[src/rtl/alu_exec_unit.sv]
// Handshaked ALU execute stage: decodes alu_op/funct_ctrl and produces one registered result.
// SRL runs iteratively, shifting at most SHIFT_STEP bits per cycle.
module alu_exec_unit #(
  parameter int DATA_W     = 32,
  parameter int SHAMT_W    = 5,
  parameter int SHIFT_STEP = 1
) (
  input  logic               clk,
  input  logic               rst_n,
  input  logic               in_valid,
  output logic               in_ready,
  input  logic [1:0]         alu_op,
  input  logic [5:0]         funct_ctrl,
  input  logic [DATA_W-1:0]  src_a,
  input  logic [DATA_W-1:0]  src_b,
  input  logic [SHAMT_W-1:0] shamt,
  output logic               out_valid,
  input  logic               out_ready,
  output logic [DATA_W-1:0]  result,
  output logic [5:0]         funct,
  output logic               zero,
  output logic               illegal
);

  localparam logic [5:0] F_NONE = 6'b000000;
  localparam logic [5:0] F_ADDU = 6'b001001;
  localparam logic [5:0] F_SUBU = 6'b001010;
  localparam logic [5:0] F_OR   = 6'b010010;
  localparam logic [5:0] F_SRL  = 6'b100010;

  typedef enum logic [1:0] {IDLE, SHIFT, DONE} state_t;

  state_t               state_q, state_d;
  logic [DATA_W-1:0]    acc_p1, acc_nxt;
  logic [SHAMT_W-1:0]   cnt_p1, cnt_nxt, step_k;
  logic [DATA_W-1:0]    result_p1;
  logic [5:0]           funct_p1;
  logic                 zero_p1, illegal_p1;
  logic                 dec_illegal;
  logic [5:0]           dec_funct;
  logic [DATA_W-1:0]    exec_res;
  logic                 accept, start_shift, shift_last;

  // Returns {illegal, funct}; unknown codes map to funct 000000.
  function automatic logic [6:0] decode(input logic [1:0] op, input logic [5:0] fc);
    logic [6:0] d;
    d = {1'b1, F_NONE};
    case (op)
      2'b00: d = {1'b0, F_ADDU};
      2'b01: d = {1'b0, F_SUBU};
      2'b10: begin
        case (fc)
          6'b001011: d = {1'b0, F_ADDU};
          6'b001101: d = {1'b0, F_SUBU};
          6'b100101: d = {1'b0, F_OR};
          6'b000010: d = {1'b0, F_SRL};
          default:   d = {1'b1, F_NONE};
        endcase
      end
      default: d = {1'b1, F_NONE};
    endcase
    return d;
  endfunction

  // Single-cycle ops; SRL here only covers the shamt=0 pass-through.
  function automatic logic [DATA_W-1:0] execute(input logic [5:0] f,
                                                 input logic [DATA_W-1:0] a,
                                                 input logic [DATA_W-1:0] b);
    logic [DATA_W-1:0] r;
    r = '0;
    case (f)
      F_ADDU:  r = a + b;
      F_SUBU:  r = a - b;
      F_OR:    r = a | b;
      F_SRL:   r = b;
      default: r = '0;
    endcase
    return r;
  endfunction

  assign {dec_illegal, dec_funct} = decode(alu_op, funct_ctrl);
  assign exec_res    = execute(dec_funct, src_a, src_b);
  assign start_shift = !dec_illegal && (dec_funct == F_SRL) && (shamt != '0);

  assign in_ready  = (state_q == IDLE) || ((state_q == DONE) && out_ready);
  assign accept    = in_valid && in_ready;
  assign out_valid = (state_q == DONE);

  always_comb begin
    if (int'(cnt_p1) < SHIFT_STEP) step_k = cnt_p1;
    else                           step_k = SHAMT_W'(SHIFT_STEP);
  end

  assign acc_nxt    = acc_p1 >> step_k;
  assign cnt_nxt    = cnt_p1 - step_k;
  assign shift_last = (cnt_nxt == '0) || (acc_nxt == '0);

  always_ff @(posedge clk or negedge rst_n) begin
    if (!rst_n) state_q <= IDLE;
    else        state_q <= state_d;
  end

  always_comb begin
    state_d = state_q;
    case (state_q)
      IDLE:    state_d = IDLE;
      SHIFT:   if (shift_last) state_d = DONE;
      DONE:    if (out_ready) state_d = IDLE;
      default: state_d = IDLE;
    endcase
    if (accept) state_d = start_shift ? SHIFT : DONE;
  end

  // Stage p1: operand latch / shift iteration / registered result
  always_ff @(posedge clk or negedge rst_n) begin
    if (!rst_n) begin
      acc_p1     <= '0;
      cnt_p1     <= '0;
      result_p1  <= '0;
      funct_p1   <= '0;
      zero_p1    <= 1'b0;
      illegal_p1 <= 1'b0;
    end else if (accept) begin
      acc_p1 <= src_b;
      cnt_p1 <= shamt;
      if (!start_shift) begin
        result_p1  <= exec_res;
        funct_p1   <= dec_funct;
        zero_p1    <= (exec_res == '0);
        illegal_p1 <= dec_illegal;
      end
    end else if (state_q == SHIFT) begin
      acc_p1 <= acc_nxt;
      cnt_p1 <= cnt_nxt;
      if (shift_last) begin
        result_p1  <= acc_nxt;
        funct_p1   <= F_SRL;
        zero_p1    <= (acc_nxt == '0);
        illegal_p1 <= 1'b0;
      end
    end
  end

  assign result  = result_p1;
  assign funct   = funct_p1;
  assign zero    = zero_p1;
  assign illegal = illegal_p1;

endmodule
[config.mk]
export PLATFORM = sky130hd
export DESIGN_NAME = alu_exec_unit
export DESIGN_NICKNAME = d
export VERILOG_FILES = /design/src/rtl/alu_exec_unit.sv
export SDC_FILE = /design/constraint.sdc
export NUM_CORES = 1
export LEC_CHECK = 0
export CAP_MARGIN = 10
export CORE_MARGIN = 3
export CORE_UTILIZATION = 40
export CTS_CLUSTER_DIAMETER = 30
export DETAILED_ROUTE_END_ITERATION = 6
export HOLD_SLACK_MARGIN = 0.1
export PLACE_DENSITY = 0.66
export SKIP_CTS_REPAIR_TIMING = 1
export SLEW_MARGIN = 20
export SYNTH_ARGS = -nofsm -noshare
export SYNTH_HDL_FRONTEND = slang
export SYNTH_SLANG_ARGS = --single-unit
[constraint.sdc]
create_clock -name clk -period 3 [get_ports clk]
set_input_delay 0.3 -clock clk [delete_from_list [all_inputs] [get_ports clk]]
set_output_delay 0.3 -clock clk [all_outputs]
set_load 0.03 [all_outputs]
; Word level (Yosys, flattened, before mapping)
; Cells that the tools add are included.
[totals]
reg_bits = 79
output_inout_bits = 42
word_cells = 74
inputBits = 81
[classes]
shift = 1
addsub = 3
bitwise = 1
n_eq_ne = 15
mux = 29
reduce_logical = 17
magnitude_cmp = 1
[ops]
columns = operator, n
row1 = 2-to-1 mux 32 bit, 6
row2 = one-hot mux 32 bit (4 select lines), 1
row3 = logical NOT 32 bit, 2
row4 = adder 32 bit, 1
row5 = OR 32 bit, 1
row6 = right shift 32 x 5 -> 32 bit, 1
row7 = subtractor 32 bit, 1
row8 = one-hot mux 7 bit (4 select lines), 1
row9 = "== test 6 x 4 -> 1 bit, second input constant", 4
row10 = 2-to-1 mux 6 bit, 4
row11 = one-hot mux 7 bit (3 select lines), 1
row12 = 2-to-1 mux 5 bit, 3
row13 = "== test 6 bit, second input constant", 2
row14 = 2-to-1 mux 1 bit, 8
row15 = 2-to-1 mux 2 bit, 4
row16 = "== test 6 x 2 -> 1 bit, second input constant", 1
row17 = "== test 6 x 5 -> 1 bit, second input constant", 1
row18 = logical NOT 5 bit, 1
row19 = "less-than comparator 5 x 1 -> 1 bit, second input constant", 1
row20 = nonzero test 5 bit, 1
row21 = subtractor 5 bit, 1
row22 = "== test 2 x 1 -> 1 bit, second input constant", 2
row23 = "== test 2 bit, second input constant", 2
row24 = logical AND 1 bit, 4
row25 = 10 further kinds, 13

; Depth between registers and ports, before layout
; Gate-level depths: netlist (run 1).
[logic_depth]
word_depth = 8
mapped_depth = 22
depth_no_buf = 20

; Worst setup path after synthesis (run 1)
; No wires, ideal clock.
[synth_timing]
path_type = input to register
startpoint = input alu_op[0]
endpoint = register zero_p1 (netlist: zero)
setup_time_ns = 0.092
path_stages = 20
setup_slack_ns = -1.709
path_buffers = 2
arrival_time_ns = 4.618
required_time_ns = 2.908
path_cell_list = clkbuf_2 > nor4b_1 > nand2_1 > o41ai_1 > a21oi_1 > nand2b_1 > clkbuf_1 > mux2i_1 > fa_1 > a21o_1 > a221oi_1 > o221ai_1 > xnor2_1 > o22ai_1 > a2111oi_4 > nand3_1 > nor4_2 > o2111ai_1 > or4_1 > o31ai_2
[synth_via]
elab_chain_len = 7
word_cells_on_any_way = 17
cone_classes = 7 x eq/ne / 4 x mux / 6 x reduce/logical
[synth_rtl]
columns = item, line_no
row1 = start: declaration, 12  ; input logic [1:0] alu_op,
row2 = "== test 2 bit, or another cell as far along", 48  ; case (op)
row3 = one-hot mux 7 bit (3 select lines) (*), 48
row4 = "== test 6 bit, or another cell as far along", "71, 83"
row5 = one-hot mux 32 bit (4 select lines) or logical AND 1 bit (tied branches), "71, 83"
row6 = logical NOT 32 bit or logical AND 1 bit (tied branches), "129, 83"
row7 = 2-to-1 mux 1 bit or inequality test 2 bit (tied branches), n/a
row8 = 2-to-1 mux 1 bit or AND reduction 3 bit (tied branches), n/a
row9 = end signal: assignment, 129  ; zero_p1 <= (exec_res == '0);
row10 = end signal: assignment, 138  ; zero_p1 <= (acc_nxt == '0);
row11 = end: declaration, 38  ; logic zero_p1, illegal_p1;
; Every way passes the cells marked *; elsewhere a longest branch is shown, timed or not. The select of a mux whose other input is x is not followed.
; A chain may end at the register's enable or synchronous reset.

; Final worst setup path (run 1)
[layout_timing]
startpoint = input funct_ctrl[4]
endpoint = register zero_p1 (netlist: zero)
[layout_via]
elab_chain_len = 8
word_cells_on_any_way = 19
cone_classes = 9 x eq/ne / 5 x mux / 5 x reduce/logical
[layout_rtl]
columns = item, line_no
row1 = start: declaration, 13  ; input logic [5:0] funct_ctrl,
row2 = "== test 6 x 2 -> 1 bit, or another cell as far along", 52  ; case (fc)
row3 = one-hot mux 7 bit (4 select lines) (*), 52
row4 = one-hot mux 7 bit (3 select lines) (*), 48
row5 = "== test 6 bit, or another cell as far along", "71, 83"
row6 = one-hot mux 32 bit (4 select lines) or logical AND 1 bit (tied branches), "71, 83"
row7 = logical NOT 32 bit or logical AND 1 bit (tied branches), "129, 83"
row8 = 2-to-1 mux 1 bit or inequality test 2 bit (tied branches), n/a
row9 = 2-to-1 mux 1 bit or AND reduction 3 bit (tied branches), n/a
; Marks and branches as above.

==> impl_metrics.json, run 1 <==
{
  "status": "complete, but fails checks",
  "violations": "negative setup slack",
  "hold_viol": 0,
  "fin_crit_ns": 4.63,
  "cts_htree_levels": 3,
  "drtIter0Drc": 733,
  "root_buffer": "clkbuf_16",
  "final_max_slew_viol_count": 0,
  "placed_area_um2": 10200,
  "grt_use_total_pct": 26.8,
  "end_kind": "register",
  "relSlewSlack_pct": 51.0,
  "min-delay-start": "src_b[7]",
  "wire_per_inst_um": 19.9,
  "skew_ns": 0.00597,
  "fmax_ghz": 0.216,
  "start_util_pct": 41.5,
  "finalCritPeriodShare_pct": 154,
  "num_rows": 47,
  "leakage_nw": 5.21,
  "synthSimpleGateAreaFrac_pct": 16.5,
  "syn_to_final_growth_pct": 68.8,
  "path_max_fanout": 5,
  "synth_area_um2": 6990,
  "rsz0062_at_grt": "yes",
  "cts_max_path_buffers": 2,
  "grt_start_max_net_pins": 79,
  "postRouteWirelength_mm": 28.8,
  "max-cap-violations": 0,
  "drcViolationCount": 0,
  "ant_nets": 0,
  "vias_per_cell": 5.92,
  "synthCells": 842,
  "fillCellCount": 1324,
  "hold_path_end": "acc_p1[7]$_DFFE_PN0P_",
  "setup_viol": 31,
  "yosysWarnings": 0,
  "clkSlewWorstSetupHoldPaths_ns": 0.06,
  "vias": 8556,
  "synth_compound_gate_area_share_pct": 31.1,
  "fin_ws_ns": -1.63,
  "die_y_um": 138,
  "hold_depth": 4,
  "grt_pass1_vias": 8085,
  "r2r_slack_ns": -0.39,
  "syn_nets": 958,
  "final_cell_count_no_fill": 1446,
  "r2r_start": "acc_p1[28]$_DFFE_PN0P_",
  "gp_congestion": 0.948,
  "synthXorXnorAreaFrac_pct": 7.63,
  "startpoint_type": "input port",
  "final_area_um2": 11800,
  "whs_ns": 0.408,
  "cp-startpoint": "funct_ctrl[4]",
  "async_reset_ff_share_pct": 100,
  "portBuffers": 121,
  "avgSynthCellArea_um2": 8.30,
  "layout-drive-gt1-share_pct": 40.6,
  "tritoncts": "done",
  "hp-class": "in -> reg",
  "layout_commonest_cell": "buf_4",
  "ys_seq_area_share_pct": 27.9,
  "reg2regPathDepth": 12,
  "p_per_area_nw_per_um2": 454,
  "critPathRequiredTime_ns": 3.25,
  "synth_edf_count": 0,
  "die-area_um2": 19100,
  "synth_fa_ha_area_share_pct": 6.37,
  "core_um2": 16800,
  "grt_pass1_wl_mm": 42.1,
  "clock_latency_ns": 0.34,
  "cts_buffers": 9,
  "nets": 1338,
  "vdd_drop_max_mv": 0.370,
  "tightest_slew_ns": 0.735,
  "synth_top_family_by_area": "compound AO/OA/AOI/OAI gates",
  "dr.pass1.iters": 6,
  "post-place-cells": 1385,
  "n_antenna_cell": 0,
  "yosys_register_bits": 78,
  "antenna_found_initial": 0,
  "critPathKind": "in -> reg",
  "cp_data_arrival_time_ns": 4.88,
  "mostFrequentLayoutCells": "buf_4 (284), clkdlybuf4s50_1 (102), nand2_1 (98), dfrtp_1 (78), o21ai_0 (68)",
  "overflow": 0,
  "hpwl_mm": 20.9,
  "r2r_end": "zero$_DFFE_PN0P_",
  "yosysUniqueCellTypes": 79,
  "synth-main-ff-cell": "dfrtp_1",
  "die_w_um": 138,
  "synthMuxAreaShare_pct": 4.91,
  "numClockSinks": 78,
  "top_level_ports": 123
}
worst max-delay path by stage:
stage | slack (ns) | to
4_1_cts | -2.03 | zero$_DFFE_PN0P_
3_3_place_gp | -2.28 | zero$_DFFE_PN0P_
5_1_grt | -1.84 | zero$_DFFE_PN0P_
3_5_place_dp | -2.35 | zero$_DFFE_PN0P_
6_report | -1.63 | zero$_DFFE_PN0P_
2_1_floorplan | -1.39 | zero$_DFFE_PN0P_
report_power, final:
| group | internal (W) | switching, W |
|---|---|---|
| Sequential | 0.00124 | 0.000125 |
| Clock | 0.000554 | 0.000412 |
| Combinational | 0.00145 | 0.00157 |
state kept, by name, indices dropped and copies added (netlist names):
name / flops
result: 32
state_q: 2
illegal: 1
acc_p1: 32
cnt_p1: 5
funct: 5
zero: 1
layout make-up:
cell class | count | area [um2] | area share [%]
clock buffers | 13 | 240 | 2.04
clock inverters | 2 | 10.0 | 0.0849
inverters | 14 | 52.6 | 0.446
multi-input cells | 694 | 5640 | 47.8
flip-flops and latches | 78 | 1950 | 16.5
well taps | 220 | 275 | 2.33
repair buffers | 425 | 3630 | 30.7
critical path, stage by stage:
cell and delay [ns]:
buf_6 0.09, or4bb_4 0.54, o41ai_4 0.34, a21oi_2 0.09, buf_4 0.15, nor2_4 0.16
nor2_2 0.05, xnor2_1 0.12, ha_1 0.31, a21o_1 0.20, a221o_1 0.42, a21oi_4 0.23
o21bai_1 0.10, xor2_1 0.15, a222oi_1 0.38, nand2_1 0.16, nor4_4 0.32, o2111ai_2 0.14
or4_4 0.43, o31ai_2 0.21
stage by stage:
| step | worst slack [ns] | TNS [ns] | utilization (%) | power (W) |
|---|---|---|---|---|
| floorplan | -1.39 | -15.65 | - | 0.00268 |
| CTS | -2.03 | -37.59 | 62.3 | 0.00489 |
| finish | -1.63 | -25.18 | 70.1 | 0.00535 |
| detailed placement | -2.35 | -48.44 | 60.8 | 0.00391 |
| global placement | -2.28 | -46.23 | 60.8 | 0.00387 |
| global route | -1.84 | -30.32 | 70.1 | 0.00562 |
cells in the mapped netlist, types with 5 or more instances:
| master | number | area [um2] |
|---|---|---|
| a21oi_1 | 52 | 260 |
| nor3_1 | 15 | 75.1 |
| a22oi_1 | 48 | 360 |
| a21o_1 | 7 | 52.6 |
| nand3_1 | 6 | 30.0 |
| o22ai_1 | 9 | 56.3 |
| nand2_1 | 114 | 428 |
| nand2b_1 | 10 | 62.6 |
| o21a_1 | 5 | 37.5 |
| a22o_1 | 8 | 70.1 |
| o41ai_1 | 6 | 52.6 |
| nor2_1 | 29 | 109 |
| xnor2_1 | 25 | 219 |
| ha_1 | 34 | 425 |
| nand4_1 | 12 | 75.1 |
| clkbuf_1 | 35 | 131 |
| a222oi_1 | 9 | 90.1 |
| and2_1 | 6 | 37.5 |
| or3_1 | 5 | 31.3 |
| o21ai_0 | 116 | 581 |
| xor2_1 | 34 | 298 |
| o211ai_1 | 5 | 37.5 |
| or4_1 | 6 | 45.0 |
| inv_1 | 14 | 52.6 |
| o21bai_1 | 5 | 37.5 |
| mux2i_1 | 32 | 320 |
| o31ai_1 | 7 | 52.6 |
| nor4_1 | 14 | 87.6 |
| dfrtp_1 | 78 | 1950 |
| a211oi_1 | 9 | 67.6 |
| clkbuf_8 | 6 | 82.6 |
logic make-up (layout without fill, tap and decap cells):
family                   Yosys count  in the layout
multiplexers                      34             34
other                              1              1
AO/OA/AOI/OAI                    326            326
flip-flops                        78             78
XOR/XNOR                          60             60
adder cells (fa/ha/maj)           35             35
AND/OR/NAND/NOR                  238            238
buffers and inverters             70            454
layer usage:
layer | wire length (um) | up-vias | global-route usage (%) | part of all wire, %
met4 | 1470 | 0 | 10.3 | 5.1
met3 | 1760 | 95 | 4.07 | 6.1
met1 | 11200 | 4122 | 33.1 | 39
met5 | 0 | - | 0 | 0
li1 | - | 3937 | - | -
met2 | 14400 | 402 | 47.0 | 50
(Power assumes the default switching activity.)
==> run 2: changes to the inputs <==
--- a/config.mk
+++ b/config.mk
@@ -11,6 +11,7 @@
 export CTS_CLUSTER_DIAMETER = 30
 export DETAILED_ROUTE_END_ITERATION = 6
 export HOLD_SLACK_MARGIN = 0.1
+export MAX_ROUTING_LAYER = met4
 export PLACE_DENSITY = 0.66
 export SKIP_CTS_REPAIR_TIMING = 1
 export SLEW_MARGIN = 20
==> impl_metrics.json, run 2 (same netlist as run 1, synthesis figures left out) <==
{
  "num_rows": 47,
  "placed_area_um2": 10200,
  "grt_start_max_net_pins": 79,
  "numClockSinks": 78,
  "postRouteWirelength_mm": 28.2,
  "grt_pass1_wl_mm": 41.5,
  "gp_congestion": 0.943,
  "p_per_area_nw_per_um2": 475,
  "final_area_um2": 11700,
  "skew_ns": 0.00768,
  "ant_nets": 0,
  "startpoint_type": "input port",
  "rsz0062_at_grt": "yes",
  "top_level_ports": 123,
  "clock_latency_ns": 0.34,
  "hold_viol": 0,
  "cts_buffers": 9,
  "root_buffer": "clkbuf_16",
  "max-cap-violations": 0,
  "finalCritPeriodShare_pct": 156,
  "leakage_nw": 5.16,
  "fmax_ghz": 0.214,
  "vdd_drop_max_mv": 0.350,
  "p_total_w": 0.00556,
  "layout-drive-gt1-share_pct": 37.9,
  "core_um2": 16800,
  "dr.pass1.iters": 6,
  "final_max_slew_viol_count": 0,
  "hp-class": "in -> reg",
  "tightest_slew_ns": 0.744,
  "critPathKind": "in -> reg",
  "fin_crit_ns": 4.67,
  "path_max_fanout": 8,
  "relSlewSlack_pct": 50.4,
  "vias_per_cell": 5.88,
  "setup_viol": 30,
  "whs_ns": 0.433,
  "die-area_um2": 19100,
  "mostFrequentLayoutCells": "buf_4 (266), clkdlybuf4s50_1 (103), nand2_1 (100), dfrtp_1 (78), o21ai_0 (71)",
  "grt_pass1_vias": 7990,
  "die_y_um": 138,
  "cts_max_path_buffers": 2,
  "layout_commonest_cell": "buf_4",
  "syn_to_final_growth_pct": 67.6,
  "fin_ws_ns": -1.67,
  "n_antenna_cell": 0,
  "hpwl_mm": 20.5,
  "drtIter0Drc": 706,
  "vias": 8441,
  "violations": "negative setup slack",
  "status": "complete, but fails checks",
  "tritoncts": "done",
  "drcViolationCount": 0,
  "start_util_pct": 41.5,
  "overflow": 0,
  "die_w_um": 138,
  "portBuffers": 121,
  "cp_data_arrival_time_ns": 4.92,
  "end_kind": "register",
  "critPathRequiredTime_ns": 3.25,
  "antenna_found_initial": 0,
  "cts_htree_levels": 3,
  "grt_use_total_pct": 27.1,
  "clkSlewWorstSetupHoldPaths_ns": 0.06,
  "wire_per_inst_um": 19.6,
  "nets": 1326,
  "r2r_slack_ns": -0.43
}
==> run 2: power by group <==
group / internal [W] / leakage, nW / switching [W] / total, W
Sequential: 0.00124 / 0.966 / 0.000122 / 0.00137
Clock: 0.000813 / 0.161 / 0.000422 / 0.00123
Combinational: 0.00143 / 4.03 / 0.00153 / 0.00296
Total: 0.00348 / 5.16 / 0.00208 / 0.00556
==> run 2: worst max-delay path, cell delays in order <==
cell and delay, ns:
buf_6 0.09, or4bb_1 0.51, o41ai_2 0.35, a21oi_2 0.09, nand2b_4 0.21, buf_12 0.17, o21ai_2 0.06, xor2_1 0.17
ha_1 0.31, a21oi_2 0.23, o21ai_4 0.11, o41ai_4 0.32, buf_4 0.17, xnor2_1 0.08, a222oi_1 0.53, nand2_1 0.14
nor4_2 0.31, o2111ai_1 0.15, or4_4 0.45, o31ai_4 0.17
==> run 2: stage by stage <==
| stage | TNS, ns | cells | utilization [%] | setup slack, ns |
|---|---|---|---|---|
| global placement | -46.35 | 1381 | 60.7 | -2.26 |
| floorplan | -15.65 | 842 | - | -1.39 |
| detailed placement | -46.56 | 1381 | 60.7 | -2.31 |
| finish | -25.38 | 1435 | 69.7 | -1.67 |
| global route | -30.21 | 1435 | 69.7 | -1.87 |
| CTS | -36.32 | 1397 | 62.7 | -1.99 |
==> run 2: area by class of cell <==
type,instances,area (um2)
multi-input cells,694,5520
fillers,1339,5100
repair buffers,413,3580
flip-flops and latches,78,1950
well taps,220,275
clock buffers,12,236
clock inverters,4,95.1
inverters,14,52.6
==> run 2: per-layer routing <==
layer  vias up  track usage (%)  routed length [um]
met5         -                -                   0
li1       3903                -                   -
met2       387             46.2               14100
met4         0             9.15                1340
met3       123             4.35                1730
met1      4028             32.9               11100
==> run 2: worst paths after layout <==
path	startpoint	endpoint	depth (start not counted)
worst min register to register	result[2]$_DFFE_PN0P_	result[2]$_DFFE_PN0P_	2
max in group asynchronous	rst_n	acc_p1[23]$_DFFE_PN0P_	2
worst max register to register	acc_p1[28]$_DFFE_PN0P_	zero$_DFFE_PN0P_	12
worst min-delay path	funct_ctrl[0]	funct[5]$_DFFE_PN0P_	5
worst max-delay path	funct_ctrl[1]	zero$_DFFE_PN0P_	20
min in group asynchronous	rst_n	result[9]$_DFFE_PN0P_	2
